[src/rtl/multi_sprite_gen.sv]
// Multi-channel sprite overlay: frame-synchronous position shadowing, ROM addressing,
// colour-key transparency and fixed priority compose. Optional: SPRITE_COLLISION_EN.
module multi_sprite_gen #(
  parameter int unsigned N_SPR      = 2,
  parameter int unsigned SPR_W_LOG2 = 5,
  parameter int unsigned SPR_H_LOG2 = 5,
  parameter int unsigned ADDR_W     = 10,
  parameter logic [11:0] KEY_RGB    = 12'hF0F
) (
  input  logic                     clk,
  input  logic                     rst,
  input  logic [10:0]              hcount_in,
  input  logic [9:0]               vcount_in,
  input  logic                     hsync_in,
  input  logic                     vsync_in,
  input  logic                     hblnk_in,
  input  logic                     vblnk_in,
  input  logic [11:0]              rgb_in,
  input  logic [N_SPR*10-1:0]      pos_x_in,
  input  logic [N_SPR*10-1:0]      pos_y_in,
  input  logic [N_SPR-1:0]         pos_valid_in,
  input  logic [N_SPR-1:0]         spr_en_in,
  output logic [N_SPR*ADDR_W-1:0]  rom_addr_out,
  input  logic [N_SPR*12-1:0]      rom_data_in,
  output logic [10:0]              hcount_out,
  output logic [9:0]               vcount_out,
  output logic                     hsync_out,
  output logic                     vsync_out,
  output logic                     hblnk_out,
  output logic                     vblnk_out,
  output logic [11:0]              rgb_out,
  output logic                     hit_valid_out,
  output logic [2:0]               hit_id_out,
  output logic [N_SPR-1:0]         collision_out
);

  localparam int unsigned SprW = 1 << SPR_W_LOG2;
  localparam int unsigned SprH = 1 << SPR_H_LOG2;
  localparam int unsigned TimW = 25;

  logic                     vblnk_dly_q;
  logic                     frame_start;
  logic [N_SPR-1:0][9:0]    pend_x_q, pend_y_q, act_x_q, act_y_q;
  logic [N_SPR-1:0]         pend_en_q, act_en_q;
  logic [N_SPR-1:0]         hit_d, hit1_q, hit2_q, opaque;
  logic [N_SPR*ADDR_W-1:0]  addr_d, rom_addr_q;
  logic [TimW-1:0]          tim_d, tim1_q, tim2_q, tim3_q;
  logic [11:0]              rgb1_q, rgb2_q, rgb_d, rgb_q;
  logic                     hv_d, hv_q;
  logic [2:0]               id_d, id_q;

  assign frame_start = vblnk_in & ~vblnk_dly_q;
  assign tim_d = {hcount_in, vcount_in, hsync_in, vsync_in, hblnk_in, vblnk_in};

  // Stage 1 hit test at 12 bits so x + width never wraps
  for (genvar g = 0; g < N_SPR; g++) begin : g_ch
    logic [11:0]           h12, v12, x12, y12;
    logic                  in_x, in_y;
    logic [SPR_W_LOG2-1:0] dx;
    logic [SPR_H_LOG2-1:0] dy;

    assign h12  = {1'b0, hcount_in};
    assign v12  = {2'b00, vcount_in};
    assign x12  = {2'b00, act_x_q[g]};
    assign y12  = {2'b00, act_y_q[g]};
    assign in_x = (h12 >= x12) && (h12 < x12 + 12'(SprW));
    assign in_y = (v12 >= y12) && (v12 < y12 + 12'(SprH));
    // Low address bits only need a modular difference
    assign dx   = hcount_in[SPR_W_LOG2-1:0] - act_x_q[g][SPR_W_LOG2-1:0];
    assign dy   = vcount_in[SPR_H_LOG2-1:0] - act_y_q[g][SPR_H_LOG2-1:0];

    assign hit_d[g] = act_en_q[g] & ~hblnk_in & ~vblnk_in & in_x & in_y;
    assign addr_d[g*ADDR_W +: ADDR_W] = hit_d[g] ? ADDR_W'({dy, dx}) : '0;
    assign opaque[g] = hit2_q[g] && (rom_data_in[g*12 +: 12] != KEY_RGB);
  end

  always_comb begin
    rgb_d = rgb2_q;
    hv_d  = 1'b0;
    id_d  = 3'd0;
    // Descending scan so the lowest opaque index is applied last and wins
    for (int i = int'(N_SPR) - 1; i >= 0; i--) begin
      if (opaque[i]) begin
        rgb_d = rom_data_in[i*12 +: 12];
        hv_d  = 1'b1;
        id_d  = 3'(i);
      end
    end
  end

  always_ff @(posedge clk or negedge rst) begin
    if (!rst) begin
      vblnk_dly_q <= 1'b0;
      pend_x_q    <= '0;
      pend_y_q    <= '0;
      pend_en_q   <= '0;
      act_x_q     <= '0;
      act_y_q     <= '0;
      act_en_q    <= '0;
      hit1_q      <= '0;
      hit2_q      <= '0;
      rom_addr_q  <= '0;
      tim1_q      <= '0;
      tim2_q      <= '0;
      tim3_q      <= '0;
      rgb1_q      <= '0;
      rgb2_q      <= '0;
      rgb_q       <= '0;
      hv_q        <= 1'b0;
      id_q        <= 3'd0;
    end else begin
      vblnk_dly_q <= vblnk_in;
      for (int i = 0; i < int'(N_SPR); i++) begin
        // Active takes the old pending value even if a write lands on the boundary
        if (frame_start) begin
          act_x_q[i]  <= pend_x_q[i];
          act_y_q[i]  <= pend_y_q[i];
          act_en_q[i] <= pend_en_q[i];
        end
        if (pos_valid_in[i]) begin
          pend_x_q[i]  <= pos_x_in[i*10 +: 10];
          pend_y_q[i]  <= pos_y_in[i*10 +: 10];
          pend_en_q[i] <= spr_en_in[i];
        end
      end
      hit1_q     <= hit_d;
      hit2_q     <= hit1_q;
      rom_addr_q <= addr_d;
      tim1_q     <= tim_d;
      tim2_q     <= tim1_q;
      tim3_q     <= tim2_q;
      rgb1_q     <= rgb_in;
      rgb2_q     <= rgb1_q;
      rgb_q      <= rgb_d;
      hv_q       <= hv_d;
      id_q       <= id_d;
    end
  end

  assign rom_addr_out  = rom_addr_q;
  assign {hcount_out, vcount_out, hsync_out, vsync_out, hblnk_out, vblnk_out} = tim3_q;
  assign rgb_out       = rgb_q;
  assign hit_valid_out = hv_q;
  assign hit_id_out    = id_q;

`ifdef SPRITE_COLLISION_EN
  logic [N_SPR-1:0] coll_now, coll_acc_q, coll_q;

  for (genvar g = 0; g < N_SPR; g++) begin : g_coll
    assign coll_now[g] = opaque[g] & (|(opaque & ~(N_SPR'(1) << g)));
  end

  always_ff @(posedge clk or negedge rst) begin
    if (!rst) begin
      coll_acc_q <= '0;
      coll_q     <= '0;
    end else if (frame_start) begin
      coll_q     <= coll_acc_q;
      coll_acc_q <= coll_now;
    end else begin
      coll_acc_q <= coll_acc_q | coll_now;
    end
  end

  assign collision_out = coll_q;
`else
  assign collision_out = '0;
`endif

endmodule

[config.mk]
export PLATFORM = sky130hd
export DESIGN_NAME = multi_sprite_gen
export DESIGN_NICKNAME = d
export VERILOG_FILES = /design/src/rtl/multi_sprite_gen.sv
export SDC_FILE = /design/constraint.sdc
export NUM_CORES = 1
export LEC_CHECK = 0
export CORE_MARGIN = 10
export CORE_UTILIZATION = 52
export CTS_CLUSTER_SIZE = 8
export DETAILED_ROUTE_END_ITERATION = 16
export PLACE_DENSITY_LB_ADDON = 0.3
export SLEW_MARGIN = 30
export SYNTH_ARGS = -nofsm -noshare
export SYNTH_HDL_FRONTEND = slang
export SYNTH_SLANG_ARGS = --single-unit
[constraint.sdc]
create_clock -name clk -period 2.5 [get_ports clk]
set_clock_uncertainty 0.1 [all_clocks]
set_input_delay 0.375 -clock clk [delete_from_list [all_inputs] [get_ports clk]]
set_output_delay 0.375 -clock clk [all_outputs]
set_load 0.05 [all_outputs]
==> impl_metrics.tcl, run 1 <==
set metrics [dict create \
    status "finished clean" \
    slew_headroom_pct 60.53 \
    synth-edff-count 0 \
    rrSetupSlack_ps 10 \
    multiInputGateArea_um2 3515 \
    path_buf_inv 2 \
    async_reset_ff_share_pct 100.0 \
    routabilityCongestion 0.9159 \
    vias_per_cell 5.198 \
    cts_sinks 221 \
    start_kind "flip-flop" \
    antenna_found_initial 0 \
    grt_pass1_wl_um 35820 \
    dieHeight_um 152.9 \
    cap_viol_max_count 0 \
    end_kind "flip-flop" \
    cts_root_buffer "clkbuf_16" \
    peakVddDrop_uv 535.4 \
    worst_pin_slew_ps 590.3 \
    worstSkewPairLatency_ps 520 \
    n_antenna_cell 0 \
    report.final.hold_viol_count 0 \
    final_common_cell "dfrtp_1" \
    cts_max_level 1 \
    cts_tree "yes" \
    seqCellArea_um2 5532 \
    initial_core_util_pct 53.08 \
    core-area_um2 17300 \
    cellPowerDensity_nw_per_um2 747.2 \
    post-place-cells 1148 \
    ant_nets 0 \
    drv_slew 0 \
    core.rowCount 48 \
    dr.max_layer_used "met4" \
    drt_iter0_drc 292 \
    layout_common_cells "dfrtp_1 (220), clkdlybuf4s50_1 (164), ha_1 (63), buf_4 (63), nand2_1 (60)" \
    worstReg2RegStart "act_y_q[15]$_DFFE_PN0P_" \
    wl_um 22200 \
    cts.clk_slew.worst_paths_ps 50 \
    vias 6181 \
    p_leak_nw 5.669 \
    max_freq_mhz 402.3 \
    fin_crit_ps 2486 \
    grt_overflow 0 \
    dpl.hpwl_um 17020 \
    crit_path_max_incr_delay_ps 400 \
    io_pins 170 \
    wl_per_cell_um 18.67 \
    firstDrtPassIters 5 \
    numCtsBuffers 31 \
    setup_violations 0 \
    cp_data_required_time_ps 2840 \
    fillers 1167 \
    r2r-end "rom_addr_out[12]$_DFF_PN0_" \
    fin_crit_sh_pct 99.43 \
    arrival_ps 2830 \
    critical-path-top-delay-family "adder cells" \
    port_buffers 165 \
    grtUsageTotal_pct 18.54 \
    cp_max_fo 5 \
    yosys_warnings 0 \
    cts_buffer_depth 3 \
    avgSynthCellArea_um2 12.82 \
    wl_met1_um 9758 \
    crit_type "flip-flop to flip-flop" \
    whs_ps 194.8 \
    ys_seq_area_share_pct 60.23 \
    layout.nets 1142 \
    hold_depth 1 \
    syn-instance-count 716 \
    grt_setup_unrepaired "yes" \
    route.detailed.drc 0 \
    dr_wl_met3_um 1316 \
    slowest_stage "dfrtp_1" \
    min_from "rgb_in[3]" \
    drive_above_1_share_pct 20.85 \
    met2_wirelength_um 10800 \
    syn_to_final_growth_pct 37.16 \
    ys_types 54 \
    tns_ps 0 \
    stdcell_count 1189 \
    die_area_um2 23370 \
    crit_chain "ha_2 > nand3_2 > xnor2_2 > ha_1 > a21oi_2 > a2bb2oi_2 > a311oi_1 > nand4_1 > buf_6 > clkbuf_16 > nor3_2" \
    r2r_cells 11 \
    synthFlopType "dfrtp_1" \
    grt_start_max_net_pins 70 \
    grt_pass1_vias 6708 \
    synth_area_um2 9181 \
    hp-class "primary input to flip-flop" \
    hold_end "rgb1_q[3]$_DFF_PN0_" \
    die_w_um 152.9 \
    ys_ff_latch 221 \
]
==> state kept, by name, summed over array words and instances (netlist names) <==
register and count:
act_x_q 20, hit1_q 2, pend_x_q 20, rgb_out 12
rom_addr_out 20, pend_y_q 20, hit_id_out 1, tim1_q 25
pend_en_q 2, tim3_q 25, act_y_q 20, hit2_q 2
act_en_q 2, tim2_q 25, rgb1_q 12, hit_valid_out 1
rgb2_q 12
==> per-layer routing <==
| metal | up-vias | track usage [%] |
|---|---|---|
| met2 | 187 | 30.69 |
| met5 | - | 0 |
| met3 | 27 | 3.900 |
| met4 | 0 | 4.223 |
| met1 | 3013 | 24.55 |
| li1 | 2954 | - |
==> cell type report <==
cell class / count / share of cell area [%]
Sequential cell: 221 / 43.92
Tap cell: 225 / 2.235
Multi-Input combinational cell: 424 / 27.91
Timing Repair Buffer: 238 / 18.25
Inverter: 49 / 1.480
Clock inverter: 1 / 0.03974
Clock buffer: 31 / 6.160
==> worst max-delay path by stage <==
stage                            startpoint                    endpoint  slack (ps)  cells after the start
floorplan            act_x_q[5]$_DFFE_PN0P_   rom_addr_out[2]$_DFF_PN0_         260                      9
global placement               hcount_in[2]  rom_addr_out[19]$_DFF_PN0_        -190                     10
detailed placement             hcount_in[2]  rom_addr_out[19]$_DFF_PN0_        -260                     10
CTS                  act_x_q[5]$_DFFE_PN0P_   rom_addr_out[1]$_DFF_PN0_          30                      9
global route        act_y_q[15]$_DFFE_PN0P_  rom_addr_out[11]$_DFF_PN0_        -100                     11
finish              act_y_q[15]$_DFFE_PN0P_  rom_addr_out[12]$_DFF_PN0_          10                     11
==> power breakdown <==
part	leakage (nW)	switching [W]	internal, W	total (W)
registers	2.66	0.000148	0.00386	0.00401
logic	2.62	0.00105	0.000906	0.00196
clock network	0.386	0.00130	0.00214	0.00344
total	5.67	0.00250	0.00691	0.00941
==> synthesized netlist by cell type, drive strengths merged, types with 3 or more instances <==
library cell	n	area share [%]
nor3	12	1.1
o21ai	47	2.6
buf	12	0.89
nand4	7	0.48
nor4b	3	0.45
ha	66	9.0
o2111ai	3	0.35
nor2b	5	0.34
a21o	9	0.75
a31oi	3	0.20
nor2	21	0.86
mux2i	9	0.98
nand4b	4	0.38
nand2b	4	0.27
dfrtp	221	60
mux2	48	5.9
a211oi	3	0.25
a21oi	40	2.3
xor2	5	0.48
inv	49	2.0
nand2	60	2.5
fa	4	0.87
clkbuf	13	0.53
xnor2	19	1.8
nor4	8	1.2
nand3	16	0.87
nand3b	3	0.25
==> cells by family (layout without fill, tap and decap cells) <==
family	count (synthesis)	in the layout	share of synthesized area, %
flip-flops	221	221	60.23
buffers and inverters	74	319	3.421
XOR/XNOR	24	24	2.289
adder cells (fa/ha/maj)	70	70	9.866
AND/OR/NAND/NOR	150	150	9.403
AO/OA/AOI/OAI	119	119	7.877
other	1	4	0.04084
multiplexers	57	57	6.868
==> through the flow <==
| step | utilization, % | setup slack, ps | cell area (um^2) | power [W] |
|---|---|---|---|---|
| finish | 72.81 | 14.20 | 12590 | 0.009410 |
| global route | 72.81 | -99.22 | 12590 | 0.009888 |
| CTS | 71.38 | 30.01 | 12350 | 0.009378 |
| detailed placement | 66.78 | -264.4 | 11550 | 0.005887 |
| global placement | 66.78 | -191.5 | 11550 | 0.005813 |
| floorplan | - | 259.3 | 9193 | 0.005084 |
==> what timing repair did <==
item | CTS | global route
gates resized for setup | 2 | 33
hold endpoints to repair | 63 | 0
pin swaps | 1 | 18
setup buffers | 0 | 7
hold buffers | 1 | 0
cloned | 0 | 1
setup endpoints to repair | 7 | 19
No activity file was read; power rests on OpenSTA's default activity.
==> run 2, diff against run 1 <==
- CAP_MARGIN: not set -> 30
==> results of run 2 <==
Final layout, timing and power as in run 1 (identical DEF).
==> run 3, diff against run 2 <==
- ABC_AREA: not set -> 1
- CORE_ASPECT_RATIO: not set -> 0.9
- CORE_UTILIZATION: 52 -> 53
==> run 3 against run 2 <==
- first-iteration DRC count increased by 39%
- synthesized cell count grew 29%
- non-clock buffer count down 53
- sequential share of layout area is 1.4 points higher
- worst setup slack improved by 250 ps
- power is 3.3% lower
- largest cell class unchanged
- highest routed layer unchanged
- design area is 3.0% lower
- sequential cell count unchanged
- worst hold slack lost 12 ps
- register-to-register slack better by 250 ps
==> impl_metrics.tcl, run 3 <==
set metrics [dict create \
    ant_nets 0 \
    peakVddDrop_uv 610.7 \
    cpMostUsedCell "nor2_1" \
    cp_data_required_time_ps 2810 \
    netlist_top_cells_count "dfrtp_1 (221), nand2_1 (193), inv_1 (125), o21ai_0 (85), ha_1 (66)" \
    firstDrtPassIters 4 \
    initial_core_util_pct 54.59 \
    yosysTopAreaCell "dfrtp_1" \
    core.rowCount 45 \
    cts_hold_buf 1 \
    slowest_stage "dfrtp_1" \
    routabilityCongestion 0.8657 \
    worst_pin_slew_ps 569.7 \
    io_pins 170 \
    start_kind "flip-flop" \
    postCtsSetupRepairBufs 0 \
    cellPowerDensity_nw_per_um2 744.9 \
    crit_chain "ha_1 > nand3_1 > xor2_1 > ha_1 > nand2_1 > nor2_1 > a21boi_0 > nor2_1 > nand2_1 > nor2_2 > nand3_2 > buf_12 > nor2_1" \
    route.detailed.drc 0 \
    fin_crit_ps 2232 \
    yosysMostFrequentCell "dfrtp_1" \
    async_reset_ff_share_pct 100.0 \
    dieHeight_um 146.0 \
    ys_types 34 \
    synth_top_area_share_pct 59.19 \
    tns_ps 0 \
    cts_sinks 221 \
    max_freq_mhz 448.0 \
    wl_per_cell_um 14.81 \
    cts_max_level 1 \
    post-place-cells 1319 \
    cts_resized 0 \
    cap_viol_max_count 0 \
    numCtsBuffers 31 \
    synthFlopType "dfrtp_1" \
    final_common_cell "dfrtp_1" \
    vias 6497 \
    layout_common_cells "dfrtp_1 (221), nand2_1 (192), clkdlybuf4s50_1 (164)" \
    path_buf_inv 1 \
    port_buffers 165 \
    p_leak_nw 5.862 \
    worstSkewPairLatency_ps 540 \
    end_kind "flip-flop" \
    antenna_found_initial 0 \
    drive_above_1_share_pct 7.596 \
    die_w_um 160.0 \
    grt_pass1_vias 6656 \
    cts_buffer_depth 3 \
    fillers 1300 \
    grt_pass1_wl_um 33900 \
    stdcell_count 1354 \
    grt_start_max_net_pins 74 \
    ys_ff_latch 221 \
    reg.largest.list "tim1_q (25), tim2_q (25), tim3_q (25)" \
    critical-path-top-delay-family "simple AND/OR/NAND/NOR gates" \
    grt_overflow 0 \
    status "finished clean" \
    hp-class "primary input to flip-flop" \
    syn-instance-count 925 \
    arrival_ps 2540 \
    setup_violations 0 \
    drt_iter0_drc 407 \
    n_antenna_cell 0 \
    synth-edff-count 0 \
    cp_max_fo 11 \
    vias_per_cell 4.798 \
    grt_setup_unrepaired "no" \
    avgSynthCellArea_um2 10.10 \
    fin_crit_sh_pct 89.29 \
    report.final.hold_viol_count 0 \
    drv_slew 0 \
    core-area_um2 17120 \
    rrSetupSlack_ps 270 \
    die_area_um2 23350 \
    dpl.hpwl_um 15460 \
    grtUsageTotal_pct 17.47 \
    synth_area_um2 9344 \
    crit_path_max_incr_delay_ps 430 \
    syn_to_final_growth_pct 30.68 \
    layout.nets 1295 \
    yosys_warnings 0 \
    synth_area_leaders "dfrtp_1 (59%), ha_1 (8.8%), nand2_1 (7.8%)" \
    slew_headroom_pct 61.90 \
    cts_tree "yes" \
    cts_root_buffer "clkbuf_16" \
    cts.clk_slew.worst_paths_ps 50 \
    crit_type "flip-flop to flip-flop" \
    ys_seq_area_share_pct 59.19 \
    wl_um 20060 \
]
## run 3: cell types whose count changed in the layout (fill, tap and decap cells not counted), sizes merged, moves of 9 or more
| cell | previous run | this run |
|---|---|---|
| nor2 | 21 | 68 |
| o21ai | 47 | 86 |
| buf | 72 | 20 |
| nand2 | 60 | 195 |
| nor3 | 12 | 1 |
| mux2i | 9 | 0 |
| a21oi | 40 | 19 |
| mux2 | 48 | 0 |
| nand3 | 16 | 66 |
| inv | 49 | 126 |
## run 3: worst reg2reg max path, stage by stage, from the launching register on
cell,delay [ps]
dfrtp_1,430
ha_1,210
nand3_1,100
xor2_1,160
ha_1,280
nand2_1,60
nor2_1,150
a21boi_0,200
nor2_1,60
nand2_1,70
nor2_2,40
nand3_2,70
buf_12,140
nor2_1,50
## run 3: layer usage
metal / GRT usage, % / vias up / wire (um)
li1: - / 3279 / -
met1: 24.15 / 3000 / 9534
met2: 26.68 / 190 / 8834
met3: 4.575 / 28 / 1324
met4: 4.679 / 0 / 365
met5: 0 / - / 0
## run 3: final cells by class
cell class	count	area (um^2)	area share (%)
clock inverters	1	20.02	0.1640
flip-flops and latches	221	5530	45.29
inverters	125	469.2	3.843
well taps	235	294.0	2.408
multi-input cells	554	3219	26.37
clock buffers	33	793.3	6.497
repair buffers	185	1884	15.43
## run 3: final timing paths
path                                               from                         end  cells after the start
worst min register to register     tim2_q[19]$_DFF_PN0_        tim3_q[19]$_DFF_PN0_                      0
min in group asynchronous                           rst         tim3_q[3]$_DFF_PN0_                      2
worst max register to register  act_x_q[15]$_DFFE_PN0P_  rom_addr_out[19]$_DFF_PN0_                     13
worst min-delay path                          rgb_in[7]         rgb1_q[7]$_DFF_PN0_                      1
max in group asynchronous                           rst    pend_y_q[13]$_DFFE_PN0P_                      3
worst max-delay path            act_x_q[15]$_DFFE_PN0P_  rom_addr_out[19]$_DFF_PN0_                     13
## run 3: through the flow
stage               hold slack [ps]  instance area, um^2  total power, W  utilization (%)  setup slack, ps
finish                        182.8                12210        0.009096            71.34            267.8
global route                  152.4                12210        0.009612            71.34            59.56
CTS                           158.7                12210        0.009197            71.34            262.8
detailed placement            234.7                11390        0.005603            66.53            47.23
global placement              231.5                11390        0.005549            66.53            64.48
floorplan                    -20.59                 9355        0.004974                -            488.5
## run 3: logic make-up after synthesis
logic type | after synthesis | share of synthesized area, %
adders and majority gates | 70 | 9.695
DFF | 221 | 59.19
and+or+nand+nor | 341 | 15.84
other | 1 | 0.04013
AOI/OAI and AO/OA | 115 | 6.481
xor gates and xnor gates | 24 | 2.250
buffers and inverters | 153 | 6.508
## run 3: report_power, final
group          switching [W]  internal, W
Sequential          0.000142      0.00384
Clock                0.00135      0.00220
Combinational       0.000912     0.000655
